## src/rtl/serial_subtractor_if.sv

```systemverilog
// rtl/serial_subtractor_if.sv - operand/result handshake bundle for serial_subtractor (Overflow only with SUB_OVERFLOW_EN)
interface serial_subtractor_if #(
  parameter int WIDTH = 8
);
  logic             In_Valid;
  logic             In_Ready;
  logic [WIDTH-1:0] A;
  logic [WIDTH-1:0] B;
  logic             Bin;
  logic             Out_Valid;
  logic             Out_Ready;
  logic [WIDTH-1:0] Diff;
  logic             Bout;
`ifdef SUB_OVERFLOW_EN
  logic             Overflow;

  modport master (
    output In_Valid, A, B, Bin, Out_Ready,
    input  In_Ready, Out_Valid, Diff, Bout, Overflow
  );
  modport slave (
    input  In_Valid, A, B, Bin, Out_Ready,
    output In_Ready, Out_Valid, Diff, Bout, Overflow
  );
`else
  modport master (
    output In_Valid, A, B, Bin, Out_Ready,
    input  In_Ready, Out_Valid, Diff, Bout
  );
  modport slave (
    input  In_Valid, A, B, Bin, Out_Ready,
    output In_Ready, Out_Valid, Diff, Bout
  );
`endif
endinterface

```

## src/rtl/serial_subtractor.sv

```systemverilog
// rtl/serial_subtractor.sv - bit-serial A-B-Bin through one full-subtractor cell; SUB_OVERFLOW_EN adds signed Overflow
module serial_subtractor #(
  parameter int WIDTH = 8
) (
  input  logic                 clk,
  input  logic                 rst,
  serial_subtractor_if.slave   bus
);
  localparam int CW = $clog2(WIDTH);

  typedef enum logic [1:0] {S_IDLE, S_RUN, S_DONE} state_t;

  state_t           r_state;
  logic [WIDTH-1:0] r_a_sh;
  logic [WIDTH-1:0] r_b_sh;
  logic [WIDTH-1:0] r_diff;
  logic             r_borrow;
  logic             r_bout;
  logic [CW-1:0]    r_cnt;
`ifdef SUB_OVERFLOW_EN
  logic             r_ovf;
`endif

  logic w_a;
  logic w_b;
  logic w_d;
  logic w_borrow_nx;
  logic w_last;

  assign w_a         = r_a_sh[0];
  assign w_b         = r_b_sh[0];
  assign w_d         = w_a ^ w_b ^ r_borrow;
  assign w_borrow_nx = (~w_a & w_b) | (~(w_a ^ w_b) & r_borrow);
  assign w_last      = (r_cnt == CW'(WIDTH - 1));

  always_ff @(posedge clk or posedge rst) begin
    if (rst) begin
      r_state  <= S_IDLE;
      r_a_sh   <= '0;
      r_b_sh   <= '0;
      r_diff   <= '0;
      r_borrow <= 1'b0;
      r_bout   <= 1'b0;
      r_cnt    <= '0;
`ifdef SUB_OVERFLOW_EN
      r_ovf    <= 1'b0;
`endif
    end else begin
      case (r_state)
        S_IDLE: begin
          if (bus.In_Valid) begin
            r_a_sh   <= bus.A;
            r_b_sh   <= bus.B;
            r_borrow <= bus.Bin;
            r_cnt    <= '0;
            r_state  <= S_RUN;
          end
        end
        S_RUN: begin
          // LSB-first: each difference bit enters at the MSB so bit 0 lands last
          r_diff   <= {w_d, r_diff[WIDTH-1:1]};
          r_a_sh   <= {1'b0, r_a_sh[WIDTH-1:1]};
          r_b_sh   <= {1'b0, r_b_sh[WIDTH-1:1]};
          r_borrow <= w_borrow_nx;
          if (w_last) begin
            r_bout  <= w_borrow_nx;
`ifdef SUB_OVERFLOW_EN
            r_ovf   <= r_borrow ^ w_borrow_nx;
`endif
            r_state <= S_DONE;
          end else begin
            r_cnt <= r_cnt + CW'(1);
          end
        end
        S_DONE: begin
          if (bus.Out_Ready) r_state <= S_IDLE;
        end
        default: r_state <= S_IDLE;
      endcase
    end
  end

  assign bus.In_Ready  = (r_state == S_IDLE);
  assign bus.Out_Valid = (r_state == S_DONE);
  assign bus.Diff      = r_diff;
  assign bus.Bout      = r_bout;
`ifdef SUB_OVERFLOW_EN
  assign bus.Overflow  = r_ovf;
`endif
endmodule

```

## src/flat_wrapper.sv

```systemverilog
// flat-port wrapper written by rule: the top's interface ports become plain ports
module serial_subtractor_flat 
#(
  parameter int WIDTH = 8
)
  (clk, rst, bus_In_Valid, bus_A, bus_B, bus_Bin, bus_Out_Ready, bus_In_Ready, bus_Out_Valid, bus_Diff, bus_Bout);
  serial_subtractor_if #(.WIDTH(WIDTH)) bus_i ();
  input  logic clk;
  input  logic rst;
  input wire logic [$bits(bus_i.In_Valid)-1:0] bus_In_Valid;
  input wire logic [$bits(bus_i.A)-1:0] bus_A;
  input wire logic [$bits(bus_i.B)-1:0] bus_B;
  input wire logic [$bits(bus_i.Bin)-1:0] bus_Bin;
  input wire logic [$bits(bus_i.Out_Ready)-1:0] bus_Out_Ready;
  output wire logic [$bits(bus_i.In_Ready)-1:0] bus_In_Ready;
  output wire logic [$bits(bus_i.Out_Valid)-1:0] bus_Out_Valid;
  output wire logic [$bits(bus_i.Diff)-1:0] bus_Diff;
  output wire logic [$bits(bus_i.Bout)-1:0] bus_Bout;
  assign bus_i.In_Valid = bus_In_Valid;
  assign bus_i.A = bus_A;
  assign bus_i.B = bus_B;
  assign bus_i.Bin = bus_Bin;
  assign bus_i.Out_Ready = bus_Out_Ready;
  assign bus_In_Ready = bus_i.In_Ready;
  assign bus_Out_Valid = bus_i.Out_Valid;
  assign bus_Diff = bus_i.Diff;
  assign bus_Bout = bus_i.Bout;
  serial_subtractor #(.WIDTH(WIDTH)) u_core (.clk(clk), .rst(rst), .bus(bus_i));
endmodule
```

## config.mk

```make
export PLATFORM = sky130hd
export DESIGN_NAME = serial_subtractor_flat
export DESIGN_NICKNAME = d
export VERILOG_FILES = /design/src/rtl/serial_subtractor_if.sv /design/src/rtl/serial_subtractor.sv /design/src/flat_wrapper.sv
export SDC_FILE = /design/constraint.sdc
export NUM_CORES = 1
export LEC_CHECK = 0
export ABC_AREA = 0
export ABC_CLOCK_PERIOD_IN_PS = 1700
export BUFFER_PORTS_ARGS = -buffer_cell sky130_fd_sc_hd__buf_2
export CORE_MARGIN = 2
export CORE_UTILIZATION = 53
export CTS_CLUSTER_SIZE = 25
export DETAILED_ROUTE_END_ITERATION = 7
export PLACE_DENSITY = 0.8
export SKIP_LAST_GASP = 1
export SYNTH_ARGS = -nofsm -noshare
export SYNTH_HDL_FRONTEND = slang
export SYNTH_SLANG_ARGS = --single-unit
export TNS_END_PERCENT = 30
```

## constraint.sdc

```tcl
create_clock -name clk -period 1.7 [get_ports clk]
set_input_delay 0.255 -clock clk [delete_from_list [all_inputs] [get_ports clk]]
set_output_delay 0.255 -clock clk [all_outputs]
set_load 0.005 [all_outputs]
```

==> reports/summary.txt <==
Input/output buffers = 31
Post-CTS Setup Bufs = 0
Initial DRC Count = 56
Max VDD drop = 1.070 mV
Initial antenna violation count = 0
Clock Tree Buf Depth = 2
Hold WS = 0.08586 ns
GRT Total Usage = 22.16%
Total number of vias = 1,177
Final worst path period share = 90.54%
Post-route setup TNS = 0 ns
First-pass GRT wire length = 5368 um
Pre-antenna DRT Iters = 4
Clk_lat worst skew = 0.33 ns
Die Ht = 56.54 um
Vias/cell = 6.005
Crit. End Element = output port
Hold Path Class = in2reg
CP peak stage delay = 0.50 ns
GPL Wtd Cong = 0.7410
FF-to-FF path depth = 5
Row cnt = 19
Cell Area, Synth = 1463 sq um
CTS root buf = clkbuf_4
Mapped Cells = 133
Startpoint types = flip-flop
RSZ-0062 raised after global routing = no
DPL Wire Length = 2056 um
Sw power = 1.129 mW
Area Growth Syn to Fin = 14.20%
Register bit total from synthesis = 31
Nets@finish = 188
F_max = 649.7 MHz
Final setup vio count = 0
Slew of the pin with the lowest slew margin = 0.3856 ns
CTS tree = done
Skew final = 0.006148 ns
Final hold vios = 0
CP Data Required Time = 1.44 ns
# DRC = 0
Clk sinks = 31
# diodes = 0
Hold Path Cell Cnt = 2
Int Pwr = 1.966 mW
Mean Syn Cell Area = 11.00 sq um
Cell area after layout = 1670 sq um
CP max-delay cell = dfrtp_2
YS warnings = 0
Worst setup startpoint = u_core.r_state[1]
CP Buf/Inv Count = 2
CTS buffer count = 5
Placed instance area = 1590 sq um
Core area = 2686 sq um
Worst path depth = 3
Largest net degree at the start of global routing = 32
Final WL = 3067 um
Initial core utilization = 54.45%
Die ar. = 3196 sq um
# H-tree levels = 2
Crit-path cells = inv_2, nor2_1, buf_2
Final Max Tran Viols = 0
# IOs = 32
Die width = 56.54 um
Final non-filler cell total = 196
Maximum fanout along the worst path = 17
FF-to-FF End = u_core.r_cnt[1]
Syn_nets = 157
RR Startpoint = u_core.r_cnt[0]
Outcome = finished, final reports clean
Slew headroom = 74.29%
Comb pwr share = 39.5%
Seq pwr share = 44.8%
Final ANT Viol Nets = 0
Clock transition at the registers of the reported paths = 0.09 ns
CP arrival = 1.28 ns
Sw Ratio = 36.47%
Synth unique cells = 26
Power per cell area = 1853 nW/um^2
Avg WL per Cell = 15.65 um
Leakage = 0.7602 nW
MaxCap Viol Count = 0
Critical path class = reg2out
Crit path time final = 1.539 ns
Setup slack, reg-to-reg = 0.28 ns
Dpl cells = 187
Power, Total = 3.095 mW
Register area share after synthesis = 53.04%
Grt total ovfl = 0
Share of layout cells above drive strength 1 = 31.52%
Clk pwr share = 15.7%
Cell family with most CP delay = flip-flops
Vias in the first global route = 1,200
Worst Setup EP = bus_Out_Valid
[Yosys cell counts (all sizes together)]
| master | n | area (sq um) |
|---|---|---|
| fa | 1 | 20.02 |
| a21oi | 17 | 85.08 |
| or2b | 1 | 7.510 |
| dfrtp | 31 | 775.7 |
| nor3 | 1 | 5.000 |
| nand3b | 1 | 7.510 |
| nand2b | 2 | 22.52 |
| a22oi | 2 | 15.01 |
| nor2 | 4 | 15.01 |
| nor2b | 1 | 6.260 |
| buf | 9 | 77.57 |
| mux2 | 8 | 108.9 |
| ha | 2 | 25.02 |
| nand2 | 4 | 15.01 |
| clkinv | 1 | 3.750 |
| inv | 5 | 18.76 |
| clkbuf | 1 | 3.750 |
| o31ai | 1 | 7.510 |
| o21ai | 11 | 55.05 |
| o22ai | 30 | 187.7 |
[sequential cells by signal (all words and copies together) (netlist names)]
name             count
u_core.r_a_sh        8
u_core.r_b_sh        8
u_core.r_borrow      1
u_core.bus.Diff      8
u_core.r_state       2
u_core.bus.Bout      1
u_core.r_cnt         3
[worst min path at each step]
stage                        from            endpoint  slack (ns)
finish              bus_Out_Ready   u_core.r_state[1]        0.09
CTS                 bus_Out_Ready   u_core.r_state[1]        0.08
global placement              rst  u_core.bus.Diff[0]        0.34
detailed placement            rst    u_core.r_b_sh[4]        0.36
global route        bus_Out_Ready   u_core.r_state[1]        0.08
floorplan           bus_Out_Ready   u_core.r_state[1]        0.34
[area by class of cell]
type                            instances  area [sq um]
Fill cell                             235          1016
Clock buffer                            8         68.82
Tap cell                               31         38.79
Timing Repair Buffer                   34         180.2
Inverter                                6         22.52
Multi-Input combinational cell         86         583.1
Sequential cell                        31         777.0
[cells in the final DEF (no fill, tap or decap), types with 3 or more instances in the layout]
cell / synthesis / routed
nand2_1: 4 / 4
inv_1: 4 / 4
o21ai_0: 11 / 11
nor2_1: 4 / 4
o22ai_1: 30 / 30
dfrtp_1: 31 / 30
mux2_4: 5 / 5
clkbuf_4: 0 / 5
mux2_2: 3 / 3
buf_2: 4 / 31
a21oi_1: 17 / 17
[power groups by stage]
stage / registers, mW / logic [mW] / clock network [mW]
2_1_floorplan: 1.31 / 1.04 / 0
3_3_place_gp: 1.37 / 1.14 / 0
3_5_place_dp: 1.40 / 1.23 / 0
4_1_cts: 1.38 / 1.23 / 0.500
5_1_grt: 1.43 / 1.40 / 0.534
6_report: 1.38 / 1.22 / 0.486
[cell families (layout without fill, tap and decap cells)]
family | Yosys count | count (layout) | share of synthesized area, %
adder cells (fa/ha/maj) | 3 | 3 | 3.079
buffers and inverters | 16 | 48 | 7.099
flip-flops | 31 | 31 | 53.04
AO/OA/AOI/OAI | 61 | 61 | 23.95
AND/OR/NAND/NOR | 14 | 14 | 5.389
multiplexers | 8 | 8 | 7.442
[repair_timing]
| item | in CTS | in global routing |
|---|---|---|
| hold buffers | 1 | 0 |
| gates resized for setup | 0 | 1 |
| hold endpoints to repair | 31 | 0 |
| endpoints found under the setup margin | 0 | 1 |
[metal layers]
| metal | wire [um] | global-route usage, % |
|---|---|---|
| met1 | 1300 | 28.29 |
| met2 | 1504 | 33.89 |
| met3 | 192 | 7.834 |
| met4 | 70 | 9.864 |
| met5 | 0 | 0 |
[through the flow]
| stage | util, % | setup slack (ns) |
|---|---|---|
| 2_1_floorplan | - | 0.4780 |
| 3_3_place_gp | 59.20 | 0.3297 |
| 5_1_grt | 62.18 | 0.07570 |
| 4_1_cts | 62.13 | 0.07869 |
| 3_5_place_dp | 59.20 | 0.2501 |
| 6_report | 62.18 | 0.1609 |
[worst reg2reg max path: stages (launching register included)]
cell	delay (ns)
dfrtp_1	0.42
ha_1	0.21
ha_1	0.26
nor2_1	0.19
a22oi_1	0.10
o21ai_0	0.16
Note: power is estimated with default switching activity, not from simulation.
